File: config.mk
export PLATFORM = sky130hd
export DESIGN_NAME = spi_master_flat
export DESIGN_NICKNAME = d
export VERILOG_FILES = /design/src/rtl/spi_pkg.sv /design/src/rtl/spi_master_if.sv /design/src/rtl/spi_sclk_gen.sv /design/src/rtl/spi_master.sv /design/src/flat_wrapper.sv
export SDC_FILE = /design/constraint.sdc
export NUM_CORES = 1
export LEC_CHECK = 0
export ABC_CLOCK_PERIOD_IN_PS = 10900
export CAP_MARGIN = 5
export CORE_MARGIN = 2
export CORE_UTILIZATION = 60
export CTS_BUF_LIST = sky130_fd_sc_hd__clkbuf_8
export CTS_CLUSTER_SIZE = 10
export DETAILED_ROUTE_END_ITERATION = 8
export HOLD_SLACK_MARGIN = 0.06
export PLACE_DENSITY = 0.89
export SYNTH_ARGS = -nofsm -noshare
export SYNTH_HDL_FRONTEND = slang
export SYNTH_HIERARCHICAL = 1
export SYNTH_SLANG_ARGS = --single-unit
File: constraint.sdc
create_clock -name clk_48 -period 10.9 [get_ports clk_48]
set_input_delay 2.725 -clock clk_48 [delete_from_list [all_inputs] [get_ports clk_48]]
set_output_delay 2.725 -clock clk_48 [all_outputs]
set_load 0.1 [all_outputs]
File: src/rtl/spi_pkg.sv
// Shared definitions for the SPI control link: command codes, payload
// lengths and the master FSM state encoding. The slave peripheral imports
// this same package.
package spi_pkg;

  localparam logic [7:0] CMD_READ      = 8'h01;
  localparam logic [7:0] CMD_COEF_BASE = 8'h10;
  localparam logic [7:0] CMD_COEF_LAST = 8'h19;

  // Payload lengths in bits; 7 bits covers the 72-bit maximum frame.
  localparam logic [6:0] LEN_READ = 7'd32;
  localparam logic [6:0] LEN_COEF = 7'd64;
  localparam logic [6:0] LEN_NONE = 7'd0;

  typedef enum logic [2:0] {
    ST_IDLE  = 3'd0,
    ST_SETUP = 3'd1,
    ST_CMD   = 3'd2,
    ST_DATA  = 3'd3,
    ST_HOLD  = 3'd4,
    ST_GAP   = 3'd5
  } spi_state_e;

  // Payload bits following the command byte.
  function automatic logic [6:0] payload_len(input logic [7:0] cmd);
    if (cmd == CMD_READ) begin
      return LEN_READ;
    end else if ((cmd >= CMD_COEF_BASE) && (cmd <= CMD_COEF_LAST)) begin
      return LEN_COEF;
    end else begin
      return LEN_NONE;
    end
  endfunction

endpackage

File: src/rtl/spi_master_if.sv
// Request/response and SPI pin bundle for spi_master.
// Handshake: start is sampled only while busy=0; an accepted start raises
// busy on the next cycle and busy stays high through the CS-high gap.
// done pulses for one cycle when CS returns high; rdata is then valid.
// A start seen while busy=1 is dropped, never queued.
interface spi_master_if;
  import spi_pkg::*;

  logic        start;
  logic [7:0]  cmd;
  logic [63:0] wdata;
  logic        busy;
  logic        done;
  logic [31:0] rdata;
  logic        SCLK;
  logic        CS;
  logic        MOSI;
  logic        MISO;
  spi_state_e  state;  // FSM state, exposed for debug/checkers

  modport master (
    input  start, cmd, wdata, MISO,
    output busy, done, rdata, SCLK, CS, MOSI, state
  );

  modport slave (
    output start, cmd, wdata, MISO,
    input  busy, done, rdata, SCLK, CS, MOSI, state
  );

endinterface

File: src/rtl/spi_sclk_gen.sv
// SCLK divider: counts CLK_DIV cycles per half-period and, when toggling
// is enabled, produces SCLK plus single-cycle rise/fall strobes that mark
// the clock edge on which SCLK changes. The half-period tick also paces
// the non-toggling states (setup, hold, gap).
module spi_sclk_gen #(
  parameter int unsigned CLK_DIV = 4
) (
  input  logic clk_48,
  input  logic reset,
  input  logic i_run,
  input  logic i_toggle,
  output logic o_sclk,
  output logic o_tick,
  output logic o_rise,
  output logic o_fall
);

  logic [7:0] r_div;
  logic       r_sclk;

  assign o_tick = i_run && (r_div == 8'(CLK_DIV - 1));
  assign o_rise = o_tick && i_toggle && !r_sclk;
  assign o_fall = o_tick && i_toggle && r_sclk;
  assign o_sclk = r_sclk;

  // Half-period counter and SCLK phase; both park at zero when idle.
  always_ff @(posedge clk_48 or posedge reset) begin
    if (reset) begin
      r_div  <= 8'd0;
      r_sclk <= 1'b0;
    end else if (!i_run) begin
      r_div  <= 8'd0;
      r_sclk <= 1'b0;
    end else begin
      r_div <= o_tick ? 8'd0 : r_div + 8'd1;
      if (o_tick && i_toggle) begin
        r_sclk <= ~r_sclk;
      end
    end
  end

endmodule

File: src/rtl/spi_master.sv
// SPI mode-0 master for the channel-strip control link. One frame per
// request: 8-bit command, then a 32-bit read or 64-bit coefficient write.
// Optional macro SPI_TXN_COUNT_EN adds a 16-bit completed-frame counter.
module spi_master
  import spi_pkg::*;
#(
  parameter int unsigned CLK_DIV    = 4,
  parameter int unsigned GAP_HALVES = 2
) (
  input  logic          clk_48,
  input  logic          reset,
`ifdef SPI_TXN_COUNT_EN
  output logic [15:0]   txn_count,
`endif
  spi_master_if.master  bus
);

  spi_state_e  r_state;
  logic [71:0] r_tx;
  logic [31:0] r_rx;
  logic [31:0] r_rdata;
  logic [6:0]  r_bit;
  logic [6:0]  r_len;
  logic [7:0]  r_half;
  logic        r_cs;
  logic        r_done;
  logic        r_is_read;

  logic        w_sclk;
  logic        w_tick;
  logic        w_rise;
  logic        w_fall;
  logic        w_run;
  logic        w_toggle;
  logic [6:0]  w_last_bit;
  logic        w_hold_end;

  assign w_run      = (r_state != ST_IDLE);
  assign w_toggle   = (r_state == ST_CMD) || (r_state == ST_DATA);
  assign w_last_bit = 7'd7 + r_len;
  assign w_hold_end = (r_state == ST_HOLD) && w_tick && (r_half == 8'd1);

  spi_sclk_gen #(.CLK_DIV(CLK_DIV)) u_sclk (
    .clk_48   (clk_48),
    .reset    (reset),
    .i_run    (w_run),
    .i_toggle (w_toggle),
    .o_sclk   (w_sclk),
    .o_tick   (w_tick),
    .o_rise   (w_rise),
    .o_fall   (w_fall)
  );

  // Frame sequencer: latches the request, shifts MOSI on SCLK falls,
  // captures MISO on SCLK rises and times the hold and gap intervals.
  always_ff @(posedge clk_48 or posedge reset) begin
    if (reset) begin
      r_state   <= ST_IDLE;
      r_tx      <= 72'd0;
      r_rx      <= 32'd0;
      r_rdata   <= 32'd0;
      r_bit     <= 7'd0;
      r_len     <= 7'd0;
      r_half    <= 8'd0;
      r_cs      <= 1'b1;
      r_done    <= 1'b0;
      r_is_read <= 1'b0;
    end else begin
      r_done <= 1'b0;
      case (r_state)
        ST_IDLE: begin
          if (bus.start) begin
            r_state   <= ST_SETUP;
            r_cs      <= 1'b0;
            r_bit     <= 7'd0;
            r_len     <= payload_len(bus.cmd);
            r_is_read <= (bus.cmd == CMD_READ);
            // Non-write frames shift zeros after the command byte.
            r_tx      <= (payload_len(bus.cmd) == LEN_COEF) ?
                         {bus.cmd, bus.wdata} : {bus.cmd, 64'd0};
          end
        end
        ST_SETUP: begin
          if (w_tick) begin
            r_state <= ST_CMD;
          end
        end
        ST_CMD, ST_DATA: begin
          if ((r_state == ST_DATA) && r_is_read && w_rise) begin
            r_rx <= {r_rx[30:0], bus.MISO};
          end
          if (w_fall) begin
            r_tx  <= {r_tx[70:0], 1'b0};
            r_bit <= r_bit + 7'd1;
            if (r_bit == w_last_bit) begin
              r_state <= ST_HOLD;
              r_half  <= 8'd0;
              // The final rise precedes this fall, so r_rx is complete.
              if (r_is_read) begin
                r_rdata <= r_rx;
              end
            end else if (r_bit == 7'd7) begin
              r_state <= ST_DATA;
            end
          end
        end
        ST_HOLD: begin
          if (w_tick) begin
            if (r_half == 8'd1) begin
              r_state <= ST_GAP;
              r_cs    <= 1'b1;
              r_done  <= 1'b1;
              r_half  <= 8'd0;
            end else begin
              r_half <= r_half + 8'd1;
            end
          end
        end
        ST_GAP: begin
          if (w_tick) begin
            if (r_half == 8'(GAP_HALVES - 1)) begin
              r_state <= ST_IDLE;
            end else begin
              r_half <= r_half + 8'd1;
            end
          end
        end
        default: r_state <= ST_IDLE;
      endcase
    end
  end

`ifdef SPI_TXN_COUNT_EN
  logic [15:0] r_txn_count;

  // Completed-frame counter; bumps in step with the done pulse and wraps.
  always_ff @(posedge clk_48 or posedge reset) begin
    if (reset) begin
      r_txn_count <= 16'd0;
    end else if (w_hold_end) begin
      r_txn_count <= r_txn_count + 16'd1;
    end
  end

  assign txn_count = r_txn_count;
`endif

  assign bus.busy  = w_run;
  assign bus.done  = r_done;
  assign bus.rdata = r_rdata;
  assign bus.SCLK  = w_sclk;
  assign bus.CS    = r_cs;
  assign bus.MOSI  = r_tx[71];
  assign bus.state = r_state;

endmodule

File: src/flat_wrapper.sv
// flat-port wrapper written by rule: the top's interface ports become plain ports
module spi_master_flat import spi_pkg::*;
#(
  parameter int unsigned CLK_DIV    = 4,
  parameter int unsigned GAP_HALVES = 2
)
  (clk_48, reset, bus_start, bus_cmd, bus_wdata, bus_MISO, bus_busy, bus_done, bus_rdata, bus_SCLK, bus_CS, bus_MOSI, bus_state);
  spi_master_if bus_i ();
  input  logic clk_48;
  input  logic reset;
  input wire logic [$bits(bus_i.start)-1:0] bus_start;
  input wire logic [$bits(bus_i.cmd)-1:0] bus_cmd;
  input wire logic [$bits(bus_i.wdata)-1:0] bus_wdata;
  input wire logic [$bits(bus_i.MISO)-1:0] bus_MISO;
  output wire logic [$bits(bus_i.busy)-1:0] bus_busy;
  output wire logic [$bits(bus_i.done)-1:0] bus_done;
  output wire logic [$bits(bus_i.rdata)-1:0] bus_rdata;
  output wire logic [$bits(bus_i.SCLK)-1:0] bus_SCLK;
  output wire logic [$bits(bus_i.CS)-1:0] bus_CS;
  output wire logic [$bits(bus_i.MOSI)-1:0] bus_MOSI;
  output wire logic [$bits(bus_i.state)-1:0] bus_state;
  assign bus_i.start = bus_start;
  assign bus_i.cmd = bus_cmd;
  assign bus_i.wdata = bus_wdata;
  assign bus_i.MISO = bus_MISO;
  assign bus_busy = bus_i.busy;
  assign bus_done = bus_i.done;
  assign bus_rdata = bus_i.rdata;
  assign bus_SCLK = bus_i.SCLK;
  assign bus_CS = bus_i.CS;
  assign bus_MOSI = bus_i.MOSI;
  assign bus_state = bus_i.state;
  spi_master #(.CLK_DIV(CLK_DIV), .GAP_HALVES(GAP_HALVES)) u_core (.clk_48(clk_48), .reset(reset), .bus(bus_i));
endmodule
==> results of run 1 <==
[stage by stage]
stage                     utilization, %  area, um^2
after floorplan                        -        7470
after global placement              71.9        8670
after detailed placement            71.9        8670
after CTS                           75.7        9130
after global routing                75.7        9130
final                               75.7        9130
[state kept, by name, summed over array words and instances (netlist names), 2 cells and up]
name,count
u_core/r_tx,72
u_core/r_bit,7
u_core/r_len,2
u_core/r_half,8
u_core/bus.rdata,32
u_core/u_sclk/r_div,8
u_core/r_rx,32
u_core/bus.state,3
[worst reg2reg max path: stages (launching register included)]
cell	delay [ns]
dfrtp_1	0.56
inv_1	0.19
ha_2	0.18
buf_4	0.69
and3_1	0.36
inv_1	0.06
o41ai_2	0.89
and2_1	0.41
o221ai_1	0.15
[path summary, 6_finish.rpt]
check	end	from	depth (start not counted)	slack, ns
min in group asynchronous	u_core/u_sclk/o_sclk	reset	2	2.67
hold reg to reg	u_core/r_tx[63]	u_core/r_tx[63]	2	0.49
setup reg to reg	u_core/r_half[6]	u_core/bus.state[2]	8	7.25
setup / recovery	bus_busy	u_core/bus.state[2]	3	5.64
max in group asynchronous	u_core/bus.rdata[14]	reset	3	6.70
hold / removal	u_core/r_tx[63]	u_core/r_tx[63]	2	0.49
[logic make-up after synthesis]
kind of cell | share of synthesized area [%]
AOI/OAI and AO/OA | 15.8
DFF | 56.0
and+or+nand+nor | 11.0
muxes | 11.4
buffers and inverters | 3.89
adders and majority gates | 1.34
xor gates and xnor gates | 0.587
[cell type report]
| class | count | area, um^2 | area share (%) |
|---|---|---|---|
| flip-flops and latches | 167 | 4180 | 45.8 |
| multi-input cells | 435 | 3020 | 33.0 |
| repair buffers | 120 | 1190 | 13.0 |
| clock buffers | 21 | 289 | 3.16 |
| well taps | 168 | 210 | 2.30 |
| clock inverters | 11 | 170 | 1.86 |
| inverters | 20 | 80.1 | 0.877 |
[layout by cell type, fill, tap and decap left out, types with 11 or more instances in the layout]
master,netlist,routed
dfrtp_1,166,166
clkdlybuf4s50_1,0,115
nand2_1,81,81
o21ai_0,80,80
mux2_2,65,65
a22oi_1,58,58
clkbuf_8,0,21
inv_1,20,19
nand3_1,16,16
a21oi_1,14,14
nor2_1,12,12
mux2i_1,11,11
[layer usage]
layer,global-route usage (%),wire length [um],vias up,share of wire (%)
met5,0,0,-,0
met4,10.0,342,0,2.2
met3,5.33,711,30,4.5
met2,40.7,8130,166,51
met1,32.8,6710,2734,42
li1,-,-,2597,-
[report_power, final]
part / switching [mW] / total, mW / internal, mW
clock network: 0.219 / 0.493 / 0.274
registers: 0.0941 / 0.828 / 0.733
logic: 0.465 / 0.680 / 0.215
total: 0.778 / 2.00 / 1.22
==> reports/metrics.cfg, run 1 <==
[timing]
finalHoldViolCount = 0
relSlewSlack_pct = 17.4
fin_crit_ns = 5.26
hold_slack_ns = 0.489
period_share_pct = 48.3
fmaxAchievable_mhz = 190
slew_violations = 0
worst_pin_slew_ns = 1.24
finalSetupViolations = 0
finClkSkew_ns = 0.0127
fin_ws_ns = 5.64
rsz0062_at_grt = false
setup-tns-final_ns = 0

[detailed_routing]
drt-pass1-iter-count = 6
drcViolationCount = 0
first_iter_violations = 524
vias = 5527
drtAntennaViolNets = 0
route.detailed.wl_per_inst_um = 16.9
totalWireLength_mm = 15.9
post_drt_via_cell_ratio = 5.87

[worst_setup_path]
worst_ep_required_time_ns = 8.18
max_stage_delay_ns = 1.15
start_kind = flip-flop
end_kind = output port
cpMaxStageDelayCell = clkdlybuf4s50_1
crit_chain = nor3_2 > inv_1 > clkdlybuf4s50_1
crit_type = reg -> out
cp_top_family = buffers and inverters
path_max_fanout = 16
arrival_ns = 2.54
cp.buffers_inverters = 2

[global_routing]
first_global_vias = 5471
grt_use_total_pct = 24.9
antenna_found_initial = 0
grt_overflow = 0
grt_pass1_wl_mm = 26.1
grt_max_degree = 155

[clock_network]
clkTransAtPathRegs_ns = 0.09
ctsRootBufferMaster = clkbuf_8
clock_path_buffers = 2
cts_hold_buf = 0
cts_num_sinks = 167
cts_tree = built
cts_resized = 0
numCtsBuffers = 17
clk_latency_ns = 0.45
h-tree-depth = 4
postCtsSetupBuffers = 0

[final_layout]
nNetsFinal = 845
diodes = 0
area_growth_pct = 22.3
drive_gt1_share_pct = 15.1
layout.filler_cells = 814
final_cells = 942

[placement]
gp_congestion = 0.828
port_buffers = 115
placed_cells = 910
hpwl_mm = 10.5
pre_cts_slack_ns = 5.72

[flow_run]
maxCapViolCount = 0

[synth]
synth_edf_count = 0
yosys.cell_count.top_type = dfrtp_1
yosysTopAreaCellShare_pct = 55.6
synth.distinct_cells = 56
synthArstFlopShare_pct = 100
yosysSeqAreaShare_pct = 56.0
netlist_area_mm2 = 0.00747
ys_seq_elements = 167
syn_inst = 667
synth_warnings = 6
yosys-top-cells-count = dfrtp_1, nand2_1, o21ai_0, mux2_2, a22oi_1
synth_area_leaders = dfrtp_1, mux2_2, a22oi_1
yosysTopAreaCell = dfrtp_1
syn-num-nets = 751
ys.flop_type = dfrtp_1
avgSynthCellArea_um2 = 11.2

[pwr]
ir_drop_v = 0.000179
p_per_area_mw_per_mm2 = 219
p_total_mw = 2.00
p_leak_nw = 4.00

[die]
die_x_um = 116
rows = 40
core-area_mm2 = 0.0121
initial_core_util_pct = 61.9
io_pins = 116
die_y_um = 116
dieArea_mm2 = 0.0134

[status]
status = finished, final reports clean

[min_path]
min_path_type = reg -> reg

(Power assumes the default switching activity.)
==> inputs of run 2 (changes only) <==
--- a/config.mk
+++ b/config.mk
@@ -5,15 +5,15 @@
 export SDC_FILE = /design/constraint.sdc
 export NUM_CORES = 1
 export LEC_CHECK = 0
-export ABC_CLOCK_PERIOD_IN_PS = 10900
+export ABC_CLOCK_PERIOD_IN_PS = 5300
 export CAP_MARGIN = 5
 export CORE_MARGIN = 2
-export CORE_UTILIZATION = 60
+export CORE_UTILIZATION = 56
 export CTS_BUF_LIST = sky130_fd_sc_hd__clkbuf_8
 export CTS_CLUSTER_SIZE = 10
 export DETAILED_ROUTE_END_ITERATION = 8
 export HOLD_SLACK_MARGIN = 0.06
-export PLACE_DENSITY = 0.89
+export PLACE_DENSITY = 0.84
 export SYNTH_ARGS = -nofsm -noshare
 export SYNTH_HDL_FRONTEND = slang
 export SYNTH_HIERARCHICAL = 1
==> constraint.sdc (replaced) <==
create_clock -name clk_48 -period 5.3 [get_ports clk_48]
set_input_delay 1.325 -clock clk_48 [delete_from_list [all_inputs] [get_ports clk_48]]
set_output_delay 1.325 -clock clk_48 [all_outputs]
set_load 0.1 [all_outputs]
==> reports/metrics.cfg, run 2 (synthesis results as in run 1) <==
[status]
status = finished, final reports clean

[timing]
worst_pin_slew_ns = 1.17  ; -0.0677 ns
fmaxAchievable_mhz = 259
finalSetupViolations = 0  ; unchanged
hold_slack_ns = 0.486  ; -0.00266 ns
slew_violations = 0  ; unchanged
relSlewSlack_pct = 22.0  ; +4.5 points
finalHoldViolCount = 0  ; unchanged
fin_crit_ns = 3.87
period_share_pct = 72.9
rsz0062_at_grt = false
finClkSkew_ns = 0.00803  ; -0.00471 ns
setup-tns-final_ns = 0  ; unchanged

[final_layout]
layout.filler_cells = 937  ; +15%
most-common-layout-cells = dfrtp_1, clkdlybuf4s50_1, nand2_1, o21ai_0, mux2_2
fin_util_pct = 69.7  ; -6.1 points
regMostFlops = u_core/r_tx
area_growth_pct = 22.6
largest_reg_flops = 72  ; unchanged
drive_gt1_share_pct = 15.1  ; -0.039 points
nNetsFinal = 847  ; +0.24%
final_common_cell = dfrtp_1
diodes = 0  ; unchanged
final_area_mm2 = 0.00915  ; +0.19%

[clock_network]
numCtsBuffers = 17  ; unchanged
cts_num_sinks = 167  ; unchanged
clkTransAtPathRegs_ns = 0.08  ; about the same
cts_resized = 0  ; unchanged
clock_path_buffers = 2  ; unchanged
cts_hold_buf = 0  ; unchanged
cts_tree = built
ctsRootBufferMaster = clkbuf_8
clk_latency_ns = 0.45  ; about the same
postCtsSetupBuffers = 0  ; unchanged
h-tree-depth = 4  ; unchanged

[die]
die_x_um = 119  ; +3.4%
rows = 42  ; +5.0%
core-area_mm2 = 0.0131  ; +8.9%
io_pins = 116  ; unchanged
die_y_um = 119  ; +3.4%
initial_core_util_pct = 56.8  ; -5.1 points
dieArea_mm2 = 0.0143  ; +6.9%

[pwr]
p_per_area_mw_per_mm2 = 448  ; +100%
p_leak_nw = 4.02  ; +0.32%
ir_drop_v = 0.000429  ; +140%

[min_path]
min_path_type = reg -> reg

[detailed_routing]
drt-pass1-iter-count = 6  ; unchanged
totalWireLength_mm = 15.4  ; -2.8%
drtAntennaViolNets = 0  ; unchanged
drcViolationCount = 0  ; unchanged
first_iter_violations = 429  ; -18%
post_drt_via_cell_ratio = 5.75  ; -2.0%
vias = 5476  ; -0.92%
route.detailed.wl_per_inst_um = 16.2  ; -3.8%

[worst_setup_path]
cpMaxStageDelayCell = clkdlybuf4s50_1
arrival_ns = 2.54  ; about the same
crit_chain = nor3_2 > inv_1 > clkdlybuf4s50_1
worst_ep_required_time_ns = 3.97  ; -4.21 ns
max_stage_delay_ns = 1.16  ; about the same
end_kind = output port
start_kind = flip-flop
crit_type = reg -> out
path_max_fanout = 16  ; unchanged

[global_routing]
antenna_found_initial = 0  ; unchanged
grt_overflow = 0  ; unchanged
grt_use_total_pct = 22.6  ; -2.4 points
first_global_vias = 5326  ; -2.7%
grt_pass1_wl_mm = 25.7  ; -1.7%
grt_max_degree = 159  ; +2.6%

[flow_run]
maxCapViolCount = 0  ; unchanged

[placement]
gp_congestion = 0.798  ; -3.6%
postPlaceCellArea_mm2 = 0.00870  ; +0.33%
hpwl_mm = 10.2  ; -2.8%
port_buffers = 115  ; unchanged

-- run 2: final cells by class --
cell class	count	area [um^2]	share of cell area, %
multi-input cells	435	3010	32.9
flip-flops and latches	167	4180	45.7
well taps	176	220	2.41
repair buffers	122	1220	13.3
clock inverters	12	173	1.89
clock buffers	20	275	3.01
inverters	20	78.8	0.861
-- run 2: critical path: cells and delay by family (launching register included) --
| family | cells | cell delay, ns |
|---|---|---|
| buffers and inverters | 2 | 1.31 |
| flip-flops | 1 | 0.64 |
| AND/OR/NAND/NOR | 1 | 0.13 |
-- run 2: routing by layer --
layer  vias to the layer above  routed length (um)  share of wire (%)  track usage [%]
met1                      2668                6590                 43             29.6
li1                       2610                   -                  -                -
met5                         -                   0                  0                0
met4                         0                 405                2.6             9.85
met3                        29                 773                5.0             5.12
met2                       169                7680                 50             36.3
-- run 2: worst paths after layout --
kind / from / slack (ns) / cells after the start / end
max: u_core/bus.state[2] / 1.43 / 3 / bus_busy
min: u_core/r_tx[38] / 0.49 / 2 / u_core/r_tx[38]
min in group asynchronous: reset / 1.21 / 2 / u_core/u_sclk/r_div[1]
min reg2reg: u_core/r_tx[38] / 0.49 / 2 / u_core/r_tx[38]
max reg2reg: u_core/bus.state[2] / 1.99 / 6 / u_core/r_tx[34]
max in group asynchronous: reset / 3.22 / 3 / u_core/bus.rdata[14]
-- run 2: through the flow --
stage / total power [mW] / std cells / setup WS [ns]
after floorplan: 2.82 / 667 / 1.85
after global placement: 3.03 / 920 / 1.68
after detailed placement: 3.11 / 920 / 1.47
after CTS: 4.12 / 952 / 1.40
after global routing: 4.38 / 952 / 1.35
final: 4.10 / 952 / 1.43
-- run 2: power by group --
part           internal [mW]  leakage, nW  switching, mW
clock network          0.551        0.231          0.458
registers               1.51         2.28          0.188
logic                  0.454         1.50          0.944
total                   2.51         4.02           1.59
